--- src/rtl/mips_multicycle_core.sv ---
// Multicycle MIPS-subset core: FETCH/DECODE/EXEC/WB with internal regfile.
// Define MIPS_SHIFT_OPS_EN to enable SLL/SRL (R-type funct 0x00/0x02).
module mips_multicycle_core #(
  parameter int XLEN     = 32,
  parameter int NUM_REGS = 8
) (
  input  logic            i_clock,
  input  logic            i_reset,
  input  logic [31:0]     i_instr,
  input  logic            i_instr_valid,
  output logic            o_instr_ready,
  output logic            o_retire_valid,
  output logic            o_retire_illegal,
  output logic [4:0]      o_retire_dest,
  output logic [XLEN-1:0] o_retire_data,
  input  logic [4:0]      i_dbg_addr,
  output logic [XLEN-1:0] o_dbg_data
);

  localparam int IW = (NUM_REGS > 1) ? $clog2(NUM_REGS) : 1;

  typedef enum logic [1:0] {
    S_FETCH,
    S_DECODE,
    S_EXEC,
    S_WB
  } state_t;

  state_t          r_state;
  state_t          w_next;
  logic [31:0]     r_instr;
  logic [XLEN-1:0] r_regs [NUM_REGS];
  logic [XLEN-1:0] r_a;
  logic [XLEN-1:0] r_b;
  logic [XLEN-1:0] r_result;
  logic            r_illegal;
  logic [4:0]      r_dest;

  logic [5:0]      w_op;
  logic [5:0]      w_funct;
  logic [4:0]      w_rt;
  logic [4:0]      w_rd;
  logic [IW-1:0]   w_rs_idx;
  logic [IW-1:0]   w_rt_idx;
  logic [IW-1:0]   w_wr_idx;
  logic [IW-1:0]   w_dbg_idx;
  logic [15:0]     w_imm;
  logic [XLEN-1:0] w_sext;
  logic [XLEN-1:0] w_zext;
  logic [XLEN-1:0] w_res;
  logic            w_ill;
  logic [4:0]      w_dst;
  logic            w_unused;

  assign w_op      = r_instr[31:26];
  assign w_funct   = r_instr[5:0];
  assign w_rt      = r_instr[20:16];
  assign w_rd      = r_instr[15:11];
  assign w_rs_idx  = r_instr[21 +: IW];
  assign w_rt_idx  = r_instr[16 +: IW];
  assign w_imm     = r_instr[15:0];
  assign w_sext    = XLEN'($signed(w_imm));
  assign w_zext    = XLEN'(w_imm);
  assign w_wr_idx  = r_dest[IW-1:0];
  assign w_dbg_idx = i_dbg_addr[IW-1:0];
  assign w_unused  = &{1'b0, i_dbg_addr, r_instr[25:21]};

`ifdef MIPS_SHIFT_OPS_EN
  logic [4:0] w_shamt;
  assign w_shamt = r_instr[10:6];
`endif

  always_ff @(posedge i_clock or posedge i_reset) begin
    if (i_reset) r_state <= S_FETCH;
    else         r_state <= w_next;
  end

  always_comb begin
    w_next = r_state;
    unique case (r_state)
      S_FETCH:  if (i_instr_valid) w_next = S_DECODE;
      S_DECODE: w_next = S_EXEC;
      S_EXEC:   w_next = S_WB;
      S_WB:     w_next = S_FETCH;
      default:  w_next = S_FETCH;
    endcase
  end

  // Illegal encodings leave w_res at 0 so retire_data reads 0.
  always_comb begin
    w_res = '0;
    w_ill = 1'b0;
    w_dst = (w_op == 6'h00) ? w_rd : w_rt;
    case (w_op)
      6'h00: begin
        case (w_funct)
          6'h20: w_res = r_a + r_b;
          6'h22: w_res = r_a - r_b;
          6'h24: w_res = r_a & r_b;
          6'h25: w_res = r_a | r_b;
          6'h2A: w_res = {{(XLEN-1){1'b0}},
                          ($signed(r_a) < $signed(r_b))};
`ifdef MIPS_SHIFT_OPS_EN
          6'h00: w_res = (32'(w_shamt) >= XLEN) ? '0 : (r_b << w_shamt);
          6'h02: w_res = (32'(w_shamt) >= XLEN) ? '0 : (r_b >> w_shamt);
`endif
          default: w_ill = 1'b1;
        endcase
      end
      6'h08:   w_res = r_a + w_sext;
      6'h0C:   w_res = r_a & w_zext;
      6'h0D:   w_res = r_a | w_zext;
      default: w_ill = 1'b1;
    endcase
  end

  always_ff @(posedge i_clock or posedge i_reset) begin
    if (i_reset) begin
      r_instr   <= '0;
      r_a       <= '0;
      r_b       <= '0;
      r_result  <= '0;
      r_illegal <= 1'b0;
      r_dest    <= '0;
    end else begin
      unique case (r_state)
        S_FETCH:  if (i_instr_valid) r_instr <= i_instr;
        S_DECODE: begin
          r_a <= (w_rs_idx == '0) ? '0 : r_regs[w_rs_idx];
          r_b <= (w_rt_idx == '0) ? '0 : r_regs[w_rt_idx];
        end
        S_EXEC: begin
          r_result  <= w_res;
          r_illegal <= w_ill;
          r_dest    <= w_dst;
        end
        default: ;
      endcase
    end
  end

  always_ff @(posedge i_clock or posedge i_reset) begin
    if (i_reset) begin
      for (int i = 0; i < NUM_REGS; i++) r_regs[i] <= '0;
    end else if (r_state == S_WB && !r_illegal && w_wr_idx != '0) begin
      r_regs[w_wr_idx] <= r_result;
    end
  end

  assign o_instr_ready    = (r_state == S_FETCH) && !i_reset;
  assign o_retire_valid   = (r_state == S_WB);
  assign o_retire_illegal = (r_state == S_WB) && r_illegal;
  assign o_retire_dest    = (r_state == S_WB) ? r_dest : 5'd0;
  assign o_retire_data    = (r_state == S_WB) ? r_result : '0;
  assign o_dbg_data       = (w_dbg_idx == '0) ? '0 : r_regs[w_dbg_idx];

endmodule

--- config.mk ---
export PLATFORM = sky130hd
export DESIGN_NAME = mips_multicycle_core
export DESIGN_NICKNAME = d
export VERILOG_FILES = /design/src/rtl/mips_multicycle_core.sv
export SDC_FILE = /design/constraint.sdc
export NUM_CORES = 1
export LEC_CHECK = 0
export ABC_AREA = 1
export BUFFER_PORTS_ARGS = -buffer_cell sky130_fd_sc_hd__buf_2
export CAP_MARGIN = 10
export CORE_ASPECT_RATIO = 1.4
export CORE_MARGIN = 1
export CORE_UTILIZATION = 45
export DETAILED_ROUTE_END_ITERATION = 7
export MAX_ROUTING_LAYER = met4
export PLACE_DENSITY_LB_ADDON = 0.05
export SETUP_SLACK_MARGIN = 0.05
export SLEW_MARGIN = 20
export SYNTH_ARGS = -nofsm -noshare
export SYNTH_HDL_FRONTEND = slang
export SYNTH_SLANG_ARGS = --single-unit
--- constraint.sdc ---
create_clock -name i_clock -period 12.6 [get_ports i_clock]
set_input_delay 2.52 -clock i_clock [delete_from_list [all_inputs] [get_ports i_clock]]
set_output_delay 2.52 -clock i_clock [all_outputs]
set_load 0.01 [all_outputs]
==> flow_results.org, run 1 <==
** Floorplan
- Starting density of the core :: between 40% and 50%
- Core box area :: approximately 63,000 µm²
- The die is about 220 µm wide.
- Die boundary height :: 302 µm
- Number of rows in the core area :: between 100 and 150
- The die covers about 65,000 µm².
- In this run the count of I/O pins placed on the die edge is between 100 and 150.

** Placement
- After legalization and detailed placement, the total HPWL measured 79.5 mm.
- Routability-driven placement finished with a final weighted congestion of between 1 and 1.5.
- Setup WS pre-CTS :: approximately 4.9 ns
- The number of placed instances, taps included, is around 5,100.
- I/O Buffers :: between 100 and 150

** Logic synthesis
- Number of enable-type register cells in the synthesized netlist :: 0
- Post-synthesis register bit count :: between 300 and 400
- By area the synthesized netlist is led by sky130_fd_sc_hd__dfrtp_1 34%, sky130_fd_sc_hd__nand2_1 13%, sky130_fd_sc_hd__o21ai_0 11%.
- Post-synth ARST share :: 100%
- Proportion of synthesized area in mux cells :: 0.312%
- Of the total synthesized cell area, the portion taken by XOR and XNOR cells is less than 1%.
- Combinational family with the most area after synthesis :: simple AND/OR/NAND/NOR gates
- Yosys synthesis warning count :: 0
- Compound-Gate Fraction of Synth Area :: a little over a fifth
- In this run, distinct cell masters in the synthesized netlist total 47.
- Register area share after synthesis :: ~34%
- Number of instances in the synthesized netlist :: between 4,000 and 5,000
- Among all flip-flop cells after synthesis, the most frequent one is sky130_fd_sc_hd__dfrtp_1.
- Synthesized netlist net count :: between 4,000 and 5,000
- Post-synthesis simple-gate area fraction :: a little over a quarter
- The largest total area in the synthesized netlist belongs to sky130_fd_sc_hd__dfrtp_1.
- Post-synthesis cell area :: 28,800 µm²
- After synthesis, the largest area contributor takes up about 34% of total cell area.
- The synthesized netlist devotes ~6.6% of its cell area to adder and majority cells.
- Average cell area after synthesis :: 6.61 µm²

** Layout
- Share of post-route cells with drive strength above 1 :: 6.61%
- Final non-filler cell total :: 5,145
- For this run, the post-layout net count is 4,471.
- Area growth from synthesis to layout :: 7.87%
- The top cell types in the final layout, fill and taps aside, are 1,019 x sky130_fd_sc_hd__nand2_1, 621 x sky130_fd_sc_hd__o21ai_0, 538 x sky130_fd_sc_hd__inv_1, 407 x sky130_fd_sc_hd__nand3_1, 388 x sky130_fd_sc_hd__dfrtp_1.
- Most frequent standard cell in the layout excluding fill and tap cells :: sky130_fd_sc_hd__nand2_1

** Clock network
- After clock tree synthesis, the clock-pin slew on the worst setup and hold paths is about 0.050 ns.
- For the worst-skew pair, the clock arrives at the later sink with an insertion delay of 0.60 ns.
- In this run the deepest clock path goes through 3 buffers.
- Counting every sink on the clock net gives 390.
- Clock tree from TritonCTS :: built
- Cts bufs inserted :: between 40 and 50
- Once the clock tree was built, the setup fixing pass inserted 0 buffers.
- CTS Root Buffer Type :: sky130_fd_sc_hd__clkbuf_16
- Cts hold-fix bufs :: 0
- Number of gates resized after cts :: 0
- The clock tree synthesis step divided the H-tree into 2 levels.

** Drt
- Number of optimization iterations in the first detailed-route pass :: 6
- Routed via count divided by cell count :: roughly 5.7
- Post-detailed-routing wire length :: between 100 and 150 mm
- Initial DRC count :: 3,023
- After detailed routing, the average wire length per cell comes to 22.7 µm.
- The detail route stage leaves a number of antenna-violating nets equal to 0.
- Summing over every cut layer, the via total after detailed routing is 29,500.
- In the routed design, unresolved DRC markers number 0.

** Critical path
- STA classifies the critical path startpoint as an input pin.
- Counting both buffers and inverters, the worst setup path holds a total of 5.
- The worst setup path is captured at a primary output.
- Critical path data arrival time :: about 5.2 ns
- Critical path data required time :: between 10 and 15 ns
- The cell that appears most often on the critical path is sky130_fd_sc_hd__buf_4.
- Critical path peak fanout :: 53
- The critical path in this run is classified as in2out.
- Walking the worst path, the cells encountered are buf_4, buf_4, inv_1, buf_4, a21oi_1, o21ai_0, nand3_1, nand2_1, a31oi_1, buf_2.
- On the critical path the largest part of the delay comes from buffers and inverters.
- Among all stages on the critical path, the largest delay is contributed by sky130_fd_sc_hd__buf_4.
- In this design, the stage delay of the slowest critical-path cell is roughly 0.66 ns.

** STA
- Setup violations remaining at the end of the flow were counted as 0.
- In this run the tightest slew margin relative to its limit is 12.2%.
- Static timing analysis puts the maximum clock frequency at about 130 MHz.
- Setup repair after global routing left no endpoint under its margin.
- Final hold viol count :: 0
- On the final layout, the worst clock skew is 0.0247 ns.
- The count of pins over their slew limit is 0.
- For the pin with the worst max-slew slack, the measured transition is 1.30 ns.
- Summed over all failing endpoints, the final setup total negative slack is 0 ns.
- Final worst setup slack :: between 4 and 5 ns
- The final critical path takes up about three fifths of the cycle.
- Min Tclk post-route :: roughly 7.7 ns

** Global route
- The number of antenna violations at the first check in global routing was 3.
- Entering global routing, the biggest net connects about 150 pins.
- Total track usage :: between 30 and 40%
- The first global-routing pass estimated between 150 and 200 mm of wire.
- The via count of the first global-routing pass is about 27,000.
- GRT overflow :: 0

** Pwr
- Power density over the cells :: around 240 nW/µm²
- Maximum resistive drop on vdd :: ~160 µV
- Summed over all cells, the static leakage comes to ~15 nW.

** Flow run
- Maximum Capacitance Violations :: 0

** Hold path
- The tightest min-delay check is of the reg2reg type.

** Outcome
- Run status :: completed
## worst register-to-register path: stages, from the launching register on
cell and delay, ns:
sky130_fd_sc_hd__dfrtp_1 0.43, sky130_fd_sc_hd__nand2_1 0.10, sky130_fd_sc_hd__nor2_1 0.08, sky130_fd_sc_hd__and3_1 0.91, sky130_fd_sc_hd__inv_1 0.76, sky130_fd_sc_hd__a31oi_1 0.31, sky130_fd_sc_hd__buf_4 0.23, sky130_fd_sc_hd__o21ai_0 0.50
sky130_fd_sc_hd__o21ai_0 0.23
## Yosys cell counts, types with 29 or more instances
master / instances
sky130_fd_sc_hd__a21oi_1: 378
sky130_fd_sc_hd__a31oi_1: 37
sky130_fd_sc_hd__buf_2: 30
sky130_fd_sc_hd__clkbuf_1: 215
sky130_fd_sc_hd__dfrtp_1: 390
sky130_fd_sc_hd__ha_1: 148
sky130_fd_sc_hd__inv_1: 543
sky130_fd_sc_hd__nand2_1: 1020
sky130_fd_sc_hd__nand3_1: 407
sky130_fd_sc_hd__nor2_1: 296
sky130_fd_sc_hd__o211ai_1: 35
sky130_fd_sc_hd__o21ai_0: 621
sky130_fd_sc_hd__o22ai_1: 29
## worst paths after layout
check,cells after the start,from,slack (ns),endpoint
setup / recovery,10,i_dbg_addr[1],4.86,o_dbg_data[30]
hold / removal,0,r_regs[244],0.37,r_regs[244]
setup reg to reg,8,r_instr[29],8.98,r_result[7]
hold reg to reg,0,r_regs[244],0.37,r_regs[244]
max in group asynchronous,4,i_reset,8.97,r_regs[143]
min in group asynchronous,3,i_reset,2.15,r_regs[163]
## state kept, by name, summed over array words and instances (netlist names)
name,flops
r_a,32
r_b,32
r_dest,5
r_illegal,1
r_instr,30
r_regs,256
r_result,32
r_state,2
## cell type report
cell class	count	area [µm²]
diodes	1	2.50
inverters	548	2060
flip-flops and latches	390	9770
clock inverters	10	140
clock buffers	67	1250
repair buffers	153	898
well taps	832	1040
fillers	6677	32200
multi-input cells	3144	15900
## through the flow
stage	total power [mW]	hold WS, ns	area [µm²]	utilization [%]
6_report	7.49	0.375	31100	49.1
5_1_grt	8.02	0.384	31100	49.1
4_1_cts	7.42	0.380	31100	49.1
3_5_place_dp	6.12	0.366	29700	47.0
3_3_place_gp	6.09	0.365	29700	47.0
2_1_floorplan	4.66	0.430	28800	-
## routing by layer
layer / part of all wire [%] / global-route usage [%] / vias up
met3: 7.4 / 4.60 / 286
met4: 4.8 / 16.3 / 0
met2: 47 / 58.7 / 1300
met5: 0 / - / -
met1: 41 / 46.5 / 13800
li1: - / - / 14100
## cell families (layout without fill, tap and decap cells)
kind of cell	after synthesis	after routing
flip-flops	390	390
buffers and inverters	830	778
AND/OR/NAND/NOR	1812	1812
XOR/XNOR	2	2
multiplexers	8	8
AO/OA/AOI/OAI	1171	1171
adder cells (fa/ha/maj)	151	151
other	0	1
## where the power goes
part	switching, mW	total [mW]	internal (mW)
Sequential	0.340	1.84	1.50
Combinational	3.15	4.37	1.22
Clock	0.558	1.28	0.725
Power figures use the tool's default switching activity.
==> inputs of run 2 (changes only) <==
--- a/config.mk
+++ b/config.mk
@@ -5,7 +5,7 @@
 export SDC_FILE = /design/constraint.sdc
 export NUM_CORES = 1
 export LEC_CHECK = 0
-export ABC_AREA = 1
+export ABC_AREA = 0
 export BUFFER_PORTS_ARGS = -buffer_cell sky130_fd_sc_hd__buf_2
 export CAP_MARGIN = 10
 export CORE_ASPECT_RATIO = 1.4
==> constraint.sdc (replaced) <==
create_clock -name i_clock -period 7.3 [get_ports i_clock]
set_input_delay 1.46 -clock i_clock [delete_from_list [all_inputs] [get_ports i_clock]]
set_output_delay 1.46 -clock i_clock [all_outputs]
set_load 0.01 [all_outputs]
==> run 2 against run 1 <==
  * Sequential cell count fell by 32
  * Core utilization rose by 0.90 points
  * Worst setup slack got worse by 2.9 ns
  * Sequential share of layout area rose by 0.43 points
  * Sequential power rose by 36%
  * Synthesized cell count fell by 42%
  * Total power rose by 0.39%
  * Worst hold slack improved by 0.14 ns
  * Combinational power fell by 38%
  * Critical path depth fell by 4
  * Die area fell by 11%
  * Clock skew fell by 0.0027 ns
  * Critical path type unchanged
  * Highest routed layer unchanged
==> flow_results.org, run 2 <==
** Logic synthesis
- Most common library cells after synthesis: 358 x sky130_fd_sc_hd__dfrtp_1, 351 x sky130_fd_sc_hd__mux2_2, 214 x sky130_fd_sc_hd__nand2_1, 189 x sky130_fd_sc_hd__o21ai_0, 160 x sky130_fd_sc_hd__a21oi_1 (was 1,020 x sky130_fd_sc_hd__nand2_1, 621 x sky130_fd_sc_hd__o21ai_0, 543 x sky130_fd_sc_hd__inv_1, 407 x sky130_fd_sc_hd__nand3_1, 390 x sky130_fd_sc_hd__dfrtp_1).
- Post-synthesis simple-gate area fraction :: 8.62% (was 26.4%)
- The cell count after synthesis was 2,527 (was 4,364).
- Synth area leaders :: sky130_fd_sc_hd__dfrtp_1 35%, sky130_fd_sc_hd__mux2_2 15%, sky130_fd_sc_hd__mux4_2 8.4% (was sky130_fd_sc_hd__dfrtp_1 34%, sky130_fd_sc_hd__nand2_1 13%, sky130_fd_sc_hd__o21ai_0 11%)
- Synthesized netlist net count :: 2,718 (was 4,555)
- Synth area leader :: sky130_fd_sc_hd__dfrtp_1 (unchanged)
- The arithmetic-cell share of the synthesized area counting full adders, half adders and majority gates came to 7.47% (was 6.63%).
- The top cell type's share of synthesized area came to 35.0% (was 33.8%).
- The sequential cell area fraction in the yosys report came to 35.0% (was 33.8%).
- The synthesis-stage register bit count came to 358 (was 390).
- The mux cell area share after synthesis is 24.4% (was 0.312%).
- The fraction of registers with async set or reset after synthesis came to 100% (unchanged).
- Number of distinct library cells after synthesis :: 81 (was 47)
- Synthesized-area fraction occupied by xor and xnor cells :: 1.99% (was 0.0608%)
- Post-synthesis cell area :: 25,600 µm² (was 28,800 µm²)
- Yosys synthesis warning count :: 0 (unchanged)
- Main synth FF type :: sky130_fd_sc_hd__dfrtp_1 (unchanged)
- The number of synthesized flops with an enable pin was 0 (unchanged).
- Compound-Gate Fraction of Synth Area :: 17.5% (was 21.7%)
- Combinational family with the most area after synthesis :: multiplexers (was simple AND/OR/NAND/NOR gates)
- The synthesized area divided by synthesized cell count is 10.1 µm² (was 6.61 µm²).
- The most instantiated library cell after synthesis is sky130_fd_sc_hd__dfrtp_1 (was sky130_fd_sc_hd__nand2_1).

** STA
- Final hold viol count :: 0 (unchanged)
- Number of max-slew violations in the final report :: 0 (unchanged)
- Final count of negative-setup-slack endpoints :: 0 (unchanged)
- The routed design could run at a clock period as short as between 5 and 6 ns.
- The headroom to the max-slew limit was 26.3% (was 12.2%).
- Fmax achieved :: between 150 and 200 MHz
- The sum of negative setup slack came to 0 ns (unchanged).
- The post-route clock skew was 0.0221 ns (was 0.0247 ns).
- Unrepaired setup endpoints after global routing :: no (unchanged)
- Slew of the pin with the lowest slew margin :: 1.11 ns (was 1.30 ns)
- Part of the cycle the worst path needs :: about three quarters

** Global route
- The global-route wire length before repair came to 132 mm (was 174 mm).
- The largest net degree at the start of global routing came to 161 (was 151).
- Antenna violations before repair :: 1 (was 3)
- The global-route usage over all layers was 30.9% (was 36.7%).
- Via count of the first global-routing pass :: 20,900 (was 27,100)
- GRT overflow :: 0 (unchanged)

** Drt
- The post-detailed-route via-to-cell ratio came to 6.34 (was 5.73).
- The number of design rule violations left after detail routing is 0 (unchanged).
- Post-detailed-routing wire length :: 86.4 mm (was 117 mm)
- The count of vias placed by the detailed router is 20,900 (was 29,500).
- Number of optimization iterations in the first detailed-route pass :: 6 (unchanged)
- Remaining antenna violation count :: 0 (unchanged)
- The number of violations reported at the end of detailed-routing iteration 0 was 1,890 (was 3,023).
- Average wire per standard cell :: 26.2 µm (was 22.7 µm)

** Critical path
- The critical path endpoint category is a primary output (unchanged).
- The critical path class was in2out (unchanged).
- Nature of the critical path startpoint :: input pin (unchanged)
- Critical path data required time :: 5.84 ns (was 10.08 ns)
- Critical path peak fanout :: 24 (was 53)
- The data arrival time of the critical path is 3.93 ns (was 5.22 ns).

** Placement
- The number of I/O port buffers is 107 (unchanged).
- The final weighted congestion in routability-driven placement came to 0.942 (was 1.05).
- HPWL after DPL :: 56.7 mm (was 79.5 mm)

** Clock network
- Sinks on the clock net :: 358 (was 390)
- The library cell used as clock root buffer was sky130_fd_sc_hd__clkbuf_16 (unchanged).
- The clock latency reported for the late side of the worst-skew pair came to 0.59 ns (was 0.60 ns).
- The H-tree depth was 2 (unchanged).
- Number of gates resized after cts :: 0 (unchanged)
- The clock tree buffer depth was 3 (unchanged).
- The clock tree from TritonCTS is built (unchanged).
- The clock transition time at the flip-flop clock pins of the worst setup and hold paths was 0.06 ns (was 0.05 ns).
- Buffers inserted during post-CTS setup optimization :: 0 (unchanged)
- The post-cts hold buffer count came to 0 (unchanged).
- Cts bufs inserted :: 41 (was 43)

** Outcome
- Run status: completed (unchanged).

** Pwr
- Power density over the cells :: 267 nW/µm² (was 241 nW/µm²)
- Leak :: 12.4 nW (was 15.1 nW)
- Maximum resistive drop on vdd :: 348 µV (was 156 µV)

** Floorplan
- Number of rows in the core area :: 103 (was 109)
- The die extent in y was 284 µm (was 302 µm).
- Die Area :: 57,800 µm² (was 65,100 µm²)
- Number of top-level pins :: 112 (unchanged)
- Starting density of the core :: 45.4% (was 45.6%)
- Horizontal die dimension :: 204 µm (was 216 µm)
- Core box area :: 56,300 µm² (was 63,300 µm²)

** Layout
- Share of post-route cells with drive strength above 1 :: 27.6% (was 6.61%)
- The final core utilization was 50.0% (was 49.1%).
- The number of nets in the layout was 2,724 (was 4,471).
- Most flops, register :: r_regs (unchanged)
- The final antenna diode count came to 0 (was 1).
- Commonest cells after routing, fill and taps aside: 351 x sky130_fd_sc_hd__mux2_2, 351 x sky130_fd_sc_hd__dfrtp_1, 213 x sky130_fd_sc_hd__nand2_1, 189 x sky130_fd_sc_hd__o21ai_0, 160 x sky130_fd_sc_hd__a21oi_1 (was 1,019 x sky130_fd_sc_hd__nand2_1, 621 x sky130_fd_sc_hd__o21ai_0, 538 x sky130_fd_sc_hd__inv_1, 407 x sky130_fd_sc_hd__nand3_1, 388 x sky130_fd_sc_hd__dfrtp_1).
- The flip-flop count of the largest register after layout is 224 (was 256).
- Area growth from synthesis to layout :: 10.1% (was 7.87%)

** Flow run
- The max-capacitance violation count was 0 (unchanged).

** Hold path
- Path type of the worst min-delay path :: reg2reg (unchanged)
run 2: worst max-delay path: stages:
cell	delay (ns)
sky130_fd_sc_hd__buf_4	0.38
sky130_fd_sc_hd__nor2b_2	0.69
sky130_fd_sc_hd__buf_4	0.54
sky130_fd_sc_hd__a22oi_1	0.15
sky130_fd_sc_hd__o21ai_0	0.45
sky130_fd_sc_hd__buf_2	0.23
run 2: kinds of logic after synthesis:
logic type               Yosys count
adder cells (fa/ha/maj)          151
flip-flops                       358
buffers and inverters            334
XOR/XNOR                          58
AND/OR/NAND/NOR                  479
AO/OA/AOI/OAI                    688
multiplexers                     459
run 2: area by class of cell:
type | count | area, µm²
clock buffers | 57 | 1180
clock inverters | 14 | 298
fillers | 5221 | 28100
inverters | 152 | 574
multi-input cells | 1835 | 15400
flip-flops and latches | 358 | 8970
well taps | 735 | 920
repair buffers | 145 | 836
run 2: worst paths after layout:
| check | from | endpoint | slack [ns] | depth (start not counted) |
|---|---|---|---|---|
| max | i_dbg_addr[1] | o_dbg_data[31] | 1.91 | 6 |
| min | r_instr[30] | r_instr[30] | 0.51 | 1 |
| max reg2reg | r_instr[1] | r_result[31] | 2.55 | 13 |
| min reg2reg | r_instr[30] | r_instr[30] | 0.51 | 1 |
| max in group asynchronous | i_reset | r_a[28] | 4.63 | 4 |
| min in group asynchronous | i_reset | r_instr[8] | 0.86 | 2 |
run 2: power breakdown:
group	switching, mW	total, mW	internal (mW)	leakage (nW)
Clock	0.909	2.29	1.38	0.715
Sequential	0.358	2.50	2.14	4.90
Combinational	1.79	2.73	0.947	6.73
run 2: routing by layer:
| layer | wire, µm | share of wire, % | vias to the layer above | global-route usage, % |
|---|---|---|---|---|
| li1 | - | - | 9288 | - |
| met1 | 37800 | 44 | 10700 | 41.5 |
| met2 | 41100 | 48 | 792 | 48.9 |
| met3 | 4640 | 5.4 | 180 | 3.10 |
| met4 | 2840 | 3.3 | 0 | 10.3 |
| met5 | 0 | 0 | - | - |
run 2: metrics by stage:
stage               hold slack, ns  setup WS (ns)  cells  cell area [µm²]  power (mW)
floorplan                    0.479           1.04   2527            25600        4.30
global placement             0.490           1.99   3225            26700        5.21
detailed placement           0.495           2.00   3225            26700        5.24
CTS                          0.509           1.96   3296            28200        7.56
global route                 0.531           1.91   3296            28200        7.87
finish                       0.510           1.91   3296            28200        7.52
==> inputs of run 3 (changes only) <==
--- a/config.mk
+++ b/config.mk
@@ -5,7 +5,7 @@
 export SDC_FILE = /design/constraint.sdc
 export NUM_CORES = 1
 export LEC_CHECK = 0
-export ABC_AREA = 0
+export ABC_AREA = 1
 export BUFFER_PORTS_ARGS = -buffer_cell sky130_fd_sc_hd__buf_2
 export CAP_MARGIN = 10
 export CORE_ASPECT_RATIO = 1.4
==> constraint.sdc (replaced) <==
create_clock -name i_clock -period 5.3 [get_ports i_clock]
set_input_delay 1.06 -clock i_clock [delete_from_list [all_inputs] [get_ports i_clock]]
set_output_delay 1.06 -clock i_clock [all_outputs]
set_load 0.01 [all_outputs]
==> run 3 against run 2 <==
  * Via count grew 41%
  * Critical endpoint unchanged
  * Worst hold slack lost 0.14 ns
  * Highest routed layer unchanged
  * Non-clock buffer count grew 15
  * Routed wire length grew 37%
  * Largest power group unchanged
  * Sequential share of layout area shrank 0.73 points
==> flow_results.org, run 3 (synthesis gave the netlist of run 1 again) <==
** Clock network
- Number of gates resized after cts :: 0 (unchanged)
- The TritonCTS sink count was 390 (was 358).
- The library cell used as clock root buffer is sky130_fd_sc_hd__clkbuf_16 (unchanged).
- The clock transition time at the flip-flop clock pins of the worst setup and hold paths came to 0.05 ns (was 0.06 ns).
- Maximum level of the CTS H-tree :: 2 (unchanged)
- The clock tree from TritonCTS is built (unchanged).
- The clock tree buffer depth was 3 (unchanged).
- Cts hold-fix bufs :: 0 (unchanged)
- Buffers inserted during post-CTS setup optimization :: 0 (unchanged)
- The total CTS buffers is 45 (was 41).
- Worst-skew pair later-pin latency :: 0.60 ns (was 0.59 ns)

** Pwr
- Power density over the cells :: 580 nW/µm² (was 267 nW/µm²)
- Overall power of the completed layout :: 18.2 mW (was 7.52 mW)
- The worst-case vdd ir drop was 502 µV (was 348 µV).
- The leakage power of the design came to 15.2 nW (was 12.4 nW).

** Placement
- I/O Buffers :: 107 (unchanged)
- The pre-CTS setup slack is 0.983 ns (was 2.00 ns).
- RD Place Congestion :: 1.04 (was 0.942)
- HPWL after DPL :: 81.6 mm (was 56.7 mm)

** Drt
- Initial DRC count :: 3,146 (was 1,890)
- The routed wire length came to 119 mm (was 86.4 mm).
- Routed via count divided by cell count :: 5.70 (was 6.34)
- The count of vias placed by the detailed router is 29,400 (was 20,900).
- The number of design rule violations left after detail routing came to 0 (unchanged).
- The detailed-routing iteration count for the pre-antenna-repair pass came to 6 (unchanged).
- Remaining antenna violation count :: 0 (unchanged)
- Average wire per standard cell :: 23.0 µm (was 26.2 µm)

** Global route
- Pin count of the biggest net entering global routing :: 143 (was 161)
- The total global routing overflow came to 0 (unchanged).
- The global-route usage over all layers was 37.3% (was 30.9%).
- Via count of the first global-routing pass :: 27,500 (was 20,900)
- The global-route wire length before repair was 176 mm (was 132 mm).
- The number of antenna violations at the first check in global routing is 6 (was 1).

** Layout
- The fraction of layout cells with a size suffix above 1 came to 6.92% (was 27.6%).
- Largest register FFs :: 256 (was 224)
- Area growth from synthesis to layout :: 8.93% (was 10.1%)
- Commonest cells after routing, fill and taps aside :: 1,019 x sky130_fd_sc_hd__nand2_1, 621 x sky130_fd_sc_hd__o21ai_0, 538 x sky130_fd_sc_hd__inv_1, 407 x sky130_fd_sc_hd__nand3_1, 388 x sky130_fd_sc_hd__dfrtp_1 (was 351 x sky130_fd_sc_hd__mux2_2, 351 x sky130_fd_sc_hd__dfrtp_1, 213 x sky130_fd_sc_hd__nand2_1, 189 x sky130_fd_sc_hd__o21ai_0, 160 x sky130_fd_sc_hd__a21oi_1)
- Most flops, register :: r_regs (unchanged)
- Leaving out fill and tap cells, the most frequent cell in the layout is sky130_fd_sc_hd__nand2_1.
- The number of nets in the layout was 4,480 (was 2,724).

** Floorplan
- Die boundary height :: 302 µm (was 284 µm)
- Number of rows in the core area :: 109 (was 103)
- Die Area :: 65,100 µm² (was 57,800 µm²)
- The width of the die was 216 µm (was 204 µm).
- Number of top-level pins :: 112 (unchanged)
- Starting density of the core :: 45.6% (was 45.4%)
- The area of the core came to 63,300 µm² (was 56,300 µm²).

** Critical path
- Critical path type :: in2out (unchanged)
- Cell chain of the critical path: buf_4, inv_2, nand3_1, buf_4, nand2_1, a31oi_1, buf_2 (was buf_4, nor2b_2, buf_4, a22oi_1, o21ai_0, buf_2).
- The most numerous cell on the critical path was sky130_fd_sc_hd__buf_4 (unchanged).
- The critical path endpoint category was a primary output (unchanged).
- Critical path data arrival time :: 3.27 ns (was 3.93 ns)
- The setup slack of the worst register-to-register path came to 1.72 ns (was 2.55 ns).
- Number of stages on the worst setup path :: 7 (was 6)
- The source of the critical timing path was i_dbg_addr[0] (was i_dbg_addr[1]).
- Worst Reg-to-Reg Cells :: 14 (was 13)
- Timing endpoint of the critical path :: o_dbg_data[31] (unchanged)
- The endpoint of the worst register-to-register path is r_result[27] (was r_result[31]).
- The standard cell with the maximum stage delay on the critical path is sky130_fd_sc_hd__buf_4 (was sky130_fd_sc_hd__nor2b_2).
- Launch instance of the worst register-to-register path :: r_a[6] (was r_instr[1])
- Bufs and invs on worst path :: 4 (was 3)
- Critical path peak fanout :: 35 (was 24)
- Critical path data required time :: 4.24 ns (was 5.84 ns)
- Cell type group with the largest total delay on the critical path :: buffers and inverters (unchanged)
- Nature of the critical path startpoint :: input pin (unchanged)
- Max stage delay on crit path :: 0.55 ns (was 0.69 ns)

** Flow run
- The max-capacitance violation count was 0 (unchanged).

** STA
- Part of the cycle the worst path needs :: between 80% and 90%
- The post-route clock skew came to 0.0276 ns (was 0.0221 ns).
- Counting I/O delays and the setup requirement, the final critical path takes 4.33 ns.
- Slew of the pin with the lowest slew margin :: 1.10 ns (was 1.11 ns)
- The count of pins over their slew limit was 0 (unchanged).
- Fmax achieved :: approximately 230 MHz
- The final hold violation count came to 0 (unchanged).
- Final worst setup slack :: 0.975 ns (was 1.91 ns)
- Slew headroom :: 26.3% (about the same)
- Final count of negative-setup-slack endpoints :: 0 (unchanged)
- Unrepaired setup endpoints after global routing: no (unchanged).

** Hold path
- The type of the tightest min-delay check is reg2reg (unchanged).

** Outcome
- Run status: completed (unchanged).
==> run 3: cell count changes in the layout (fill, tap and decap cells not counted), sizes merged, moves of 73 or more <==
| cell | delta |
|---|---|
| nand2 | +808 |
| o21ai | +419 |
| inv | +394 |
| nand3 | +382 |
| mux2 | -343 |
| a21oi | +243 |
| nor2 | +198 |
| mux4 | -96 |
| a22oi | -73 |
==> run 3: where the power goes <==
part,switching [mW],internal (mW)
combinational,7.58,2.91
clock,1.38,1.97
sequential,0.789,3.57
total,9.75,8.45
==> run 3: area by class of cell <==
class / instances / area (µm²)
Antenna cell: 3 / 7.51
Clock buffer: 67 / 1310
Clock inverter: 14 / 262
Fill cell: 6695 / 31900
Inverter: 548 / 2060
Multi-Input combinational cell: 3144 / 15900
Sequential cell: 390 / 9770
Tap cell: 832 / 1040
Timing Repair Buffer: 160 / 1010
==> run 3: worst min path at each step <==
stage / startpoint / to / slack [ns] / depth (start not counted)
after floorplan: r_regs[224] / r_regs[224] / 0.43 / 1
after global placement: r_regs[229] / r_regs[229] / 0.37 / 0
after detailed placement: r_regs[225] / r_regs[225] / 0.37 / 0
after CTS: r_regs[244] / r_regs[244] / 0.38 / 0
after global routing: r_regs[236] / r_regs[236] / 0.38 / 0
final: r_regs[244] / r_regs[244] / 0.37 / 0
==> run 3: stage by stage <==
stage,area [µm²],std cells,utilization [%],TNS (ns),hold slack [ns]
3_3_place_gp,29800,5074,47.1,0,0.365
4_1_cts,31400,5155,49.6,0,0.379
2_1_floorplan,28800,4364,-,-392.30,0.430
6_report,31400,5158,49.6,0,0.375
3_5_place_dp,29800,5074,47.1,0,0.366
5_1_grt,31400,5157,49.6,0,0.383
==> run 3: worst reg2reg max path, delay by kind of cell (launching register included) <==
family / cells / cell delay (ns)
AO/OA/AOI/OAI: 1 / 0.57
adder cells (fa/ha/maj): 1 / 0.40
buffers and inverters: 2 / 0.31
flip-flops: 1 / 0.47
AND/OR/NAND/NOR: 10 / 1.76
==> run 3: routing by layer <==
| layer | GRT usage [%] | wire (µm) |
|---|---|---|
| met1 | 46.9 | 49200 |
| met5 | - | 0 |
| met2 | 59.1 | 55200 |
| met3 | 4.97 | 8320 |
| met4 | 17.8 | 6140 |
